**config.mk**
```make
export PLATFORM = sky130hd
export DESIGN_NAME = ram_access_ctrl
export DESIGN_NICKNAME = d
export VERILOG_FILES = /design/src/rtl/ram_access_ctrl.sv
export SDC_FILE = /design/constraint.sdc
export NUM_CORES = 1
export LEC_CHECK = 0
export CORE_MARGIN = 4
export CORE_UTILIZATION = 25
export CTS_BUF_LIST = sky130_fd_sc_hd__clkbuf_16
export DETAILED_ROUTE_END_ITERATION = 16
export GPL_TIMING_DRIVEN = 0
export SLEW_MARGIN = 15
export SYNTH_ARGS = -nofsm -noshare
export SYNTH_HDL_FRONTEND = slang
export SYNTH_SLANG_ARGS = --single-unit
```
**constraint.sdc**
```tcl
create_clock -name clk -period 2.54 [get_ports clk]
set_clock_uncertainty 0.05 [all_clocks]
set_input_delay 0.508 -clock clk [delete_from_list [all_inputs] [get_ports clk]]
set_output_delay 0.508 -clock clk [all_outputs]
set_load 0.02 [all_outputs]
```
**src/rtl/ram_access_ctrl.sv**
```systemverilog
// ram_access_ctrl: MEM-stage SRAM bus controller running setup/strobe/hold cycles and stalling the pipeline until done
module ram_access_ctrl #(
    parameter int WAIT_CYCLES = 1,
    parameter int ADDR_W = 16,
    parameter int DATA_W = 16
) (
    input  logic              clk,
    input  logic              rst,
    input  logic              req_valid,
    input  logic              req_we,
    input  logic [ADDR_W-1:0] req_addr,
    input  logic [DATA_W-1:0] req_wdata,
    output logic              stall,
    output logic              done,
    output logic [DATA_W-1:0] rdata,
    output logic [ADDR_W-1:0] sram_addr,
    output logic [DATA_W-1:0] sram_dq_out,
    output logic              sram_dq_oe,
    input  logic [DATA_W-1:0] sram_dq_in,
    output logic              sram_ce_n,
    output logic              sram_oe_n,
    output logic              sram_we_n
);
    typedef enum logic [1:0] {IDLE, SETUP, STROBE, HOLD} state_t;
    state_t state;
    logic op_we;
    logic [3:0] cnt;
    assign stall = req_valid & ~done & ~rst;
    // Bus strobes are set on the edge entering each state so they always match it
    always_ff @(posedge clk) begin
        if (rst) begin
            state       <= IDLE;
            op_we       <= 1'b0;
            cnt         <= '0;
            done        <= 1'b0;
            rdata       <= '0;
            sram_addr   <= '0;
            sram_dq_out <= '0;
            sram_dq_oe  <= 1'b0;
            sram_ce_n   <= 1'b1;
            sram_oe_n   <= 1'b1;
            sram_we_n   <= 1'b1;
        end else begin
            case (state)
                IDLE: if (req_valid) begin
                    state       <= SETUP;
                    sram_addr   <= req_addr;
                    sram_dq_out <= req_wdata;
                    op_we       <= req_we;
                    sram_ce_n   <= 1'b0;
                    sram_dq_oe  <= req_we;
                end
                SETUP: begin
                    state     <= STROBE;
                    cnt       <= 4'(WAIT_CYCLES - 1);
                    sram_we_n <= ~op_we;
                    sram_oe_n <= op_we;
                end
                STROBE: if (cnt == '0) begin
                    state     <= HOLD;
                    sram_we_n <= 1'b1;
                    sram_oe_n <= 1'b1;
                    done      <= 1'b1;
                    if (!op_we) rdata <= sram_dq_in;
                end else begin
                    cnt <= cnt - 4'd1;
                end
                HOLD: begin
                    state      <= IDLE;
                    sram_ce_n  <= 1'b1;
                    sram_dq_oe <= 1'b0;
                    done       <= 1'b0;
                end
                default: state <= IDLE;
            endcase
        end
    end
endmodule

```
==> impl_metrics.tcl, run 1 <==
set metrics [dict create \
    status "finished clean" \
    busiest_layer "met2" \
    ant_nets 0 \
    hold_class "flip-flop to flip-flop" \
    cts_setup_buffers 0 \
    gp_congestion 0.722 \
    nets 456 \
    die-area_mm2 0.0116 \
    endpoint_kind "output port" \
    cp-start-kind "input port" \
    synth.avg_cell_area_um2 8.72 \
    yosysSeqAreaShare 0.485 \
    synth_cells 284 \
    syn_nets 341 \
    slew_headroom 0.681 \
    clkTransAtPathRegs_ns 0.05 \
    start_util 0.255 \
    vias 2222 \
    grtUsageMet3 0.0636 \
    gr-usage-met2 0.197 \
    rsz0062_at_grt "no" \
    synth_area_leaders "dfxtp_1, nand2_1, nand2b_1" \
    synthFlopType "dfxtp_1" \
    clock-sinks 60 \
    drt-initial-drc-count 74 \
    fillers 1020 \
    clock_latency_ns 0.32 \
    cts_tree "built" \
    area.growth.synth_to_final_pct 59.8 \
    coreArea_mm2 0.00973 \
    synth_area_mm2 0.00248 \
    grt_max_degree 11 \
    min_period_ns 2.04 \
    critPathKind "input port to output port" \
    hold_violations 0 \
    fin_cells 535 \
    drive_gt1_frac 0.0572 \
    synth_edf_count 0 \
    yosys_register_bits 60 \
    power.leakage_nw 1.46 \
    cap_violations 0 \
    synth_top_area_cell "dfxtp_1" \
    io_pins 106 \
    gr-usage-met1 0.141 \
    multiInputGateArea_mm2 0.00114 \
    grt_pass1_vias 2312 \
    die_width_um 108 \
    dp.cells 521 \
    dp_slack_ns 0.0781 \
    finalSetupTns_ns 0 \
    layout_common_cells "clkdlybuf4s50_1, nand2_1, dfxtp_1" \
    ctsRootBufferMaster "clkbuf_16" \
    cts_resized 0 \
    async_flop_share 0 \
    cpPeakStageDelay_ns 0.54 \
    drv_slew 0 \
    design_power_total_w 0.00347 \
    crit_fanout 4 \
    ys_warn_count 0 \
    dp_hpwl_mm 4.95 \
    die_y_um 108 \
    wire_per_inst_um 12.3 \
    clock_path_buffers 2 \
    maxClockFrequency_mhz 489 \
    grt_usage 0.120 \
    portBuffers 104 \
    ctsHoldBuffers 0 \
    drc 0 \
    wl_mm 6.58 \
    post-route-period-util 0.805 \
    final_common_cell "clkdlybuf4s50_1" \
    antenna_cells 0 \
    rows 36 \
    setup_viol 0 \
    viasPerCell 4.15 \
    numCtsBuffers 9 \
    htreeDepth 3 \
    setup_ws_ns 0.495 \
    antenna_found_initial 0 \
    arrival_ns 1.49 \
    overflow 0 \
    cp.required_ns 1.98 \
    final-seq-area_mm2 0.00120 \
    synth_cell_type_count 30 \
    grt_pass1_wl_mm 11.1 \
    cp_slowest_cell "clkdlybuf4s50_1" \
    yosysTopAreaCellShare 0.485 \
    ir_drop_mv 0.460 \
    power_density_mw_per_mm2 877 \
    crit_chain "clkdlybuf4s50_1, nor3b_1, dlymetal6s2s_1" \
    worst_pin_slew_ns 0.479 \
    drt-pass1-iter-count 4 \
]
power by group:
part | internal (W) | switching, W
clock | 0.000733 | 0.000381
sequential | 0.00111 | 0.0000899
combinational | 0.000550 | 0.000612
total | 0.00239 | 0.00108
worst max-delay path, delay by kind of cell:
| kind | cells | cell delay (ns) |
|---|---|---|
| AND/OR/NAND/NOR | 1 | 0.19 |
| buffers and inverters | 2 | 0.79 |
stage by stage:
stage / utilization / hold WS, ns / area (µm²)
after floorplan: - / 0.435 / 2480
after global placement: 0.379 / 0.391 / 3680
after detailed placement: 0.379 / 0.396 / 3680
after CTS: 0.407 / 0.403 / 3960
after global routing: 0.407 / 0.412 / 3960
final: 0.407 / 0.401 / 3960
cell type report:
cell class	instances	share of cell area
Sequential cell	60	0.303
Multi-Input combinational cell	200	0.288
Timing Repair Buffer	104	0.264
Clock buffer	9	0.0569
Tap cell	133	0.0420
Buffer	19	0.0300
Clock inverter	5	0.0117
Inverter	5	0.00474
layer usage:
layer / routed length, µm / part of all wire
met5: 0 / 0
met2: 2960 / 0.45
met1: 2840 / 0.43
met3: 722 / 0.11
met4: 53 / 0.0081
registers in the layout, summed over array words and instances, names as in the netlist:
register	count
done	1
sram_oe_n	1
sram_addr	16
state	2
sram_ce_n	1
op_we	1
sram_dq_oe	1
rdata	16
sram_we_n	1
sram_dq_out	16
cnt	4
path summary, 6_finish.rpt:
path / start / end / slack [ns] / cells past startpoint
min: sram_addr[5] / sram_addr[5] / 0.40 / 2
max reg2reg: state[0] / sram_addr[15] / 0.83 / 6
min reg2reg: sram_addr[5] / sram_addr[5] / 0.40 / 2
max: req_valid / stall / 0.50 / 3
cell usage after synthesis (2+ instances only):
cell       n
mux2i_1   17
ha_1       5
inv_1      5
nand2_1   70
nor2_1     7
nor3_1     3
a21oi_1   37
clkbuf_1  12
nand4b_1   2
dfxtp_1   60
nor3b_1    2
a211oi_1   2
nor2b_1    3
mux2_2     2
o21ai_1    2
o21ai_0    2
buf_2      3
nand2b_1  38
cell families (layout without fill, tap and decap cells):
group | after synthesis | in the layout | synth area share
compound gates | 47 | 47 | 0.103
fa+ha+maj | 5 | 5 | 0.0253
buf+inv | 24 | 142 | 0.0551
flops | 60 | 60 | 0.485
mux | 19 | 19 | 0.0778
simple gates | 129 | 129 | 0.255
Power figures use the tool's default switching activity.
==> run 2: changes to the inputs <==
clock period = 2.1 ns   (was 2.54 ns; I/O delays follow)
==> run 2 against run 1 <==
Compared with the run above:
- clock power increased by 22%
- first-iteration DRC count is the same
- critical path depth is the same
- design area about the same
- wire length is essentially flat
- global-route usage stayed put
- worst hold slack is the same
- power rose by 21%
- combinational power increased by 21%
==> impl_metrics.tcl, run 2 (synthesis results as in run 1) <==
set metrics [dict create \
    fillers 1019 \
    grt_pass1_vias 2312 \
    grt_max_degree 11 \
    overflow 0 \
    status "finished clean" \
    slew_headroom 0.681 \
    critPathKind "input port to output port" \
    fin_cells 535 \
    gp_congestion 0.722 \
    largest_registers "rdata: 16 flops, sram_addr: 16 flops, sram_dq_out: 16 flops" \
    die_y_um 108 \
    drive_gt1_frac 0.0572 \
    clkTransAtPathRegs_ns 0.05 \
    ant_nets 0 \
    cts_tree "built" \
    drt-initial-drc-count 74 \
    htreeDepth 3 \
    crit_fanout 4 \
    ctsHoldBuffers 0 \
    wire_per_inst_um 12.3 \
    power_density_mw_per_mm2 1060 \
    cp.required_ns 1.63 \
    p_clk_frac 0.321 \
    clock_path_buffers 2 \
    viasPerCell 4.15 \
    wl_met1_mm 2.83 \
    antenna_cells 0 \
    vias 2222 \
    wl_mm 6.57 \
    area.growth.synth_to_final_pct 59.7 \
    portBuffers 104 \
    switching_share 0.312 \
    p_sw_w 0.00131 \
    coreArea_mm2 0.00973 \
    die-area_mm2 0.0116 \
    io_pins 106 \
    rows 36 \
    hold_class "flip-flop to flip-flop" \
    ctsRootBufferMaster "clkbuf_16" \
    power.leakage_nw 1.45 \
    maxClockFrequency_mhz 507 \
    antenna_found_initial 0 \
    utilization 0.407 \
    start_util 0.255 \
    nets 456 \
    final_area_mm2 0.00396 \
    ir_drop_mv 0.557 \
    top_layer "met4" \
    power_frac_comb 0.334 \
    endpoint_kind "output port" \
    met3_length_um 722 \
    arrival_ns 1.50 \
    dp_hpwl_mm 4.95 \
    cap_violations 0 \
    place_area_mm2 0.00368 \
    drt-pass1-iter-count 4 \
    pwr-share-seq 0.344 \
    finalSetupTns_ns 0 \
    grt_usage 0.120 \
    numCtsBuffers 9 \
    clock_latency_ns 0.32 \
    final_common_cell "clkdlybuf4s50_1" \
    hold_violations 0 \
    worst_pin_slew_ns 0.479 \
    dp.cells 521 \
    clock-sinks 60 \
    grt_pass1_wl_mm 11.1 \
    met2_length_mm 2.96 \
    drv_slew 0 \
    p_int_w 0.00289 \
    cp-start-kind "input port" \
    drc 0 \
    post-route-period-util 0.940 \
    die_width_um 108 \
    min_period_ns 1.97 \
    layout_common_cells "clkdlybuf4s50_1, nand2_1, dfxtp_1" \
    setup_viol 0 \
    rsz0062_at_grt "no" \
]
==> run 2: changes by cell type in the layout (fill, tap and decap cells not counted), sizes merged <==
cell	change
dlygate4sd2	+1
dlymetal6s2s	-1
==> run 2: worst max-delay path: stages <==
cell,delay [ns]
clkdlybuf4s50_1,0.54
nor3b_1,0.19
dlygate4sd2_1,0.35
==> run 2: layout make-up <==
type | count | area [µm²] | share of cell area
inverters | 5 | 18.8 | 0.00474
multi-input cells | 200 | 1140 | 0.288
well taps | 133 | 166 | 0.0421
repair buffers | 104 | 1040 | 0.263
clock buffers | 9 | 225 | 0.0569
flip-flops and latches | 60 | 1200 | 0.304
plain buffers | 19 | 119 | 0.0300
clock inverters | 5 | 46.3 | 0.0117
==> run 2: final timing paths <==
check	startpoint	end	slack, ns	depth (start not counted)
setup / recovery	req_valid	stall	0.13	3
hold reg to reg	sram_addr[5]	sram_addr[5]	0.40	2
hold / removal	sram_addr[5]	sram_addr[5]	0.40	2
setup reg to reg	state[0]	sram_addr[15]	0.39	6
==> run 2: timing repair <==
action / 4_1_cts / 5_1_grt
buffers inserted: 0 / 0
gates resized for setup: 1 / 2
pin swaps: 0 / 0
endpoints found under the setup margin: 1 / 1
==> run 2: power groups by stage <==
stage          registers (W)  clock network [W]  logic, W
2_1_floorplan        0.00167                  0  0.000613
3_3_place_gp         0.00146                  0   0.00142
3_5_place_dp         0.00147                  0   0.00143
4_1_cts              0.00145            0.00141   0.00143
5_1_grt              0.00148            0.00146   0.00156
6_report             0.00145            0.00135   0.00140
==> run 2: metal layers <==
layer	GRT usage	vias up
li1	-	1159
met1	0.141	971
met2	0.197	86
met3	0.0636	6
met4	0.0216	0
met5	0	-
==> run 2: through the flow <==
stage	hold slack [ns]	total power, W	setup WS, ns
finish	0.401	0.00420	0.126
global route	0.412	0.00449	0.0138
CTS	0.403	0.00429	0.0626
detailed placement	0.396	0.00290	-0.186
global placement	0.391	0.00288	-0.163
floorplan	0.435	0.00228	0.340
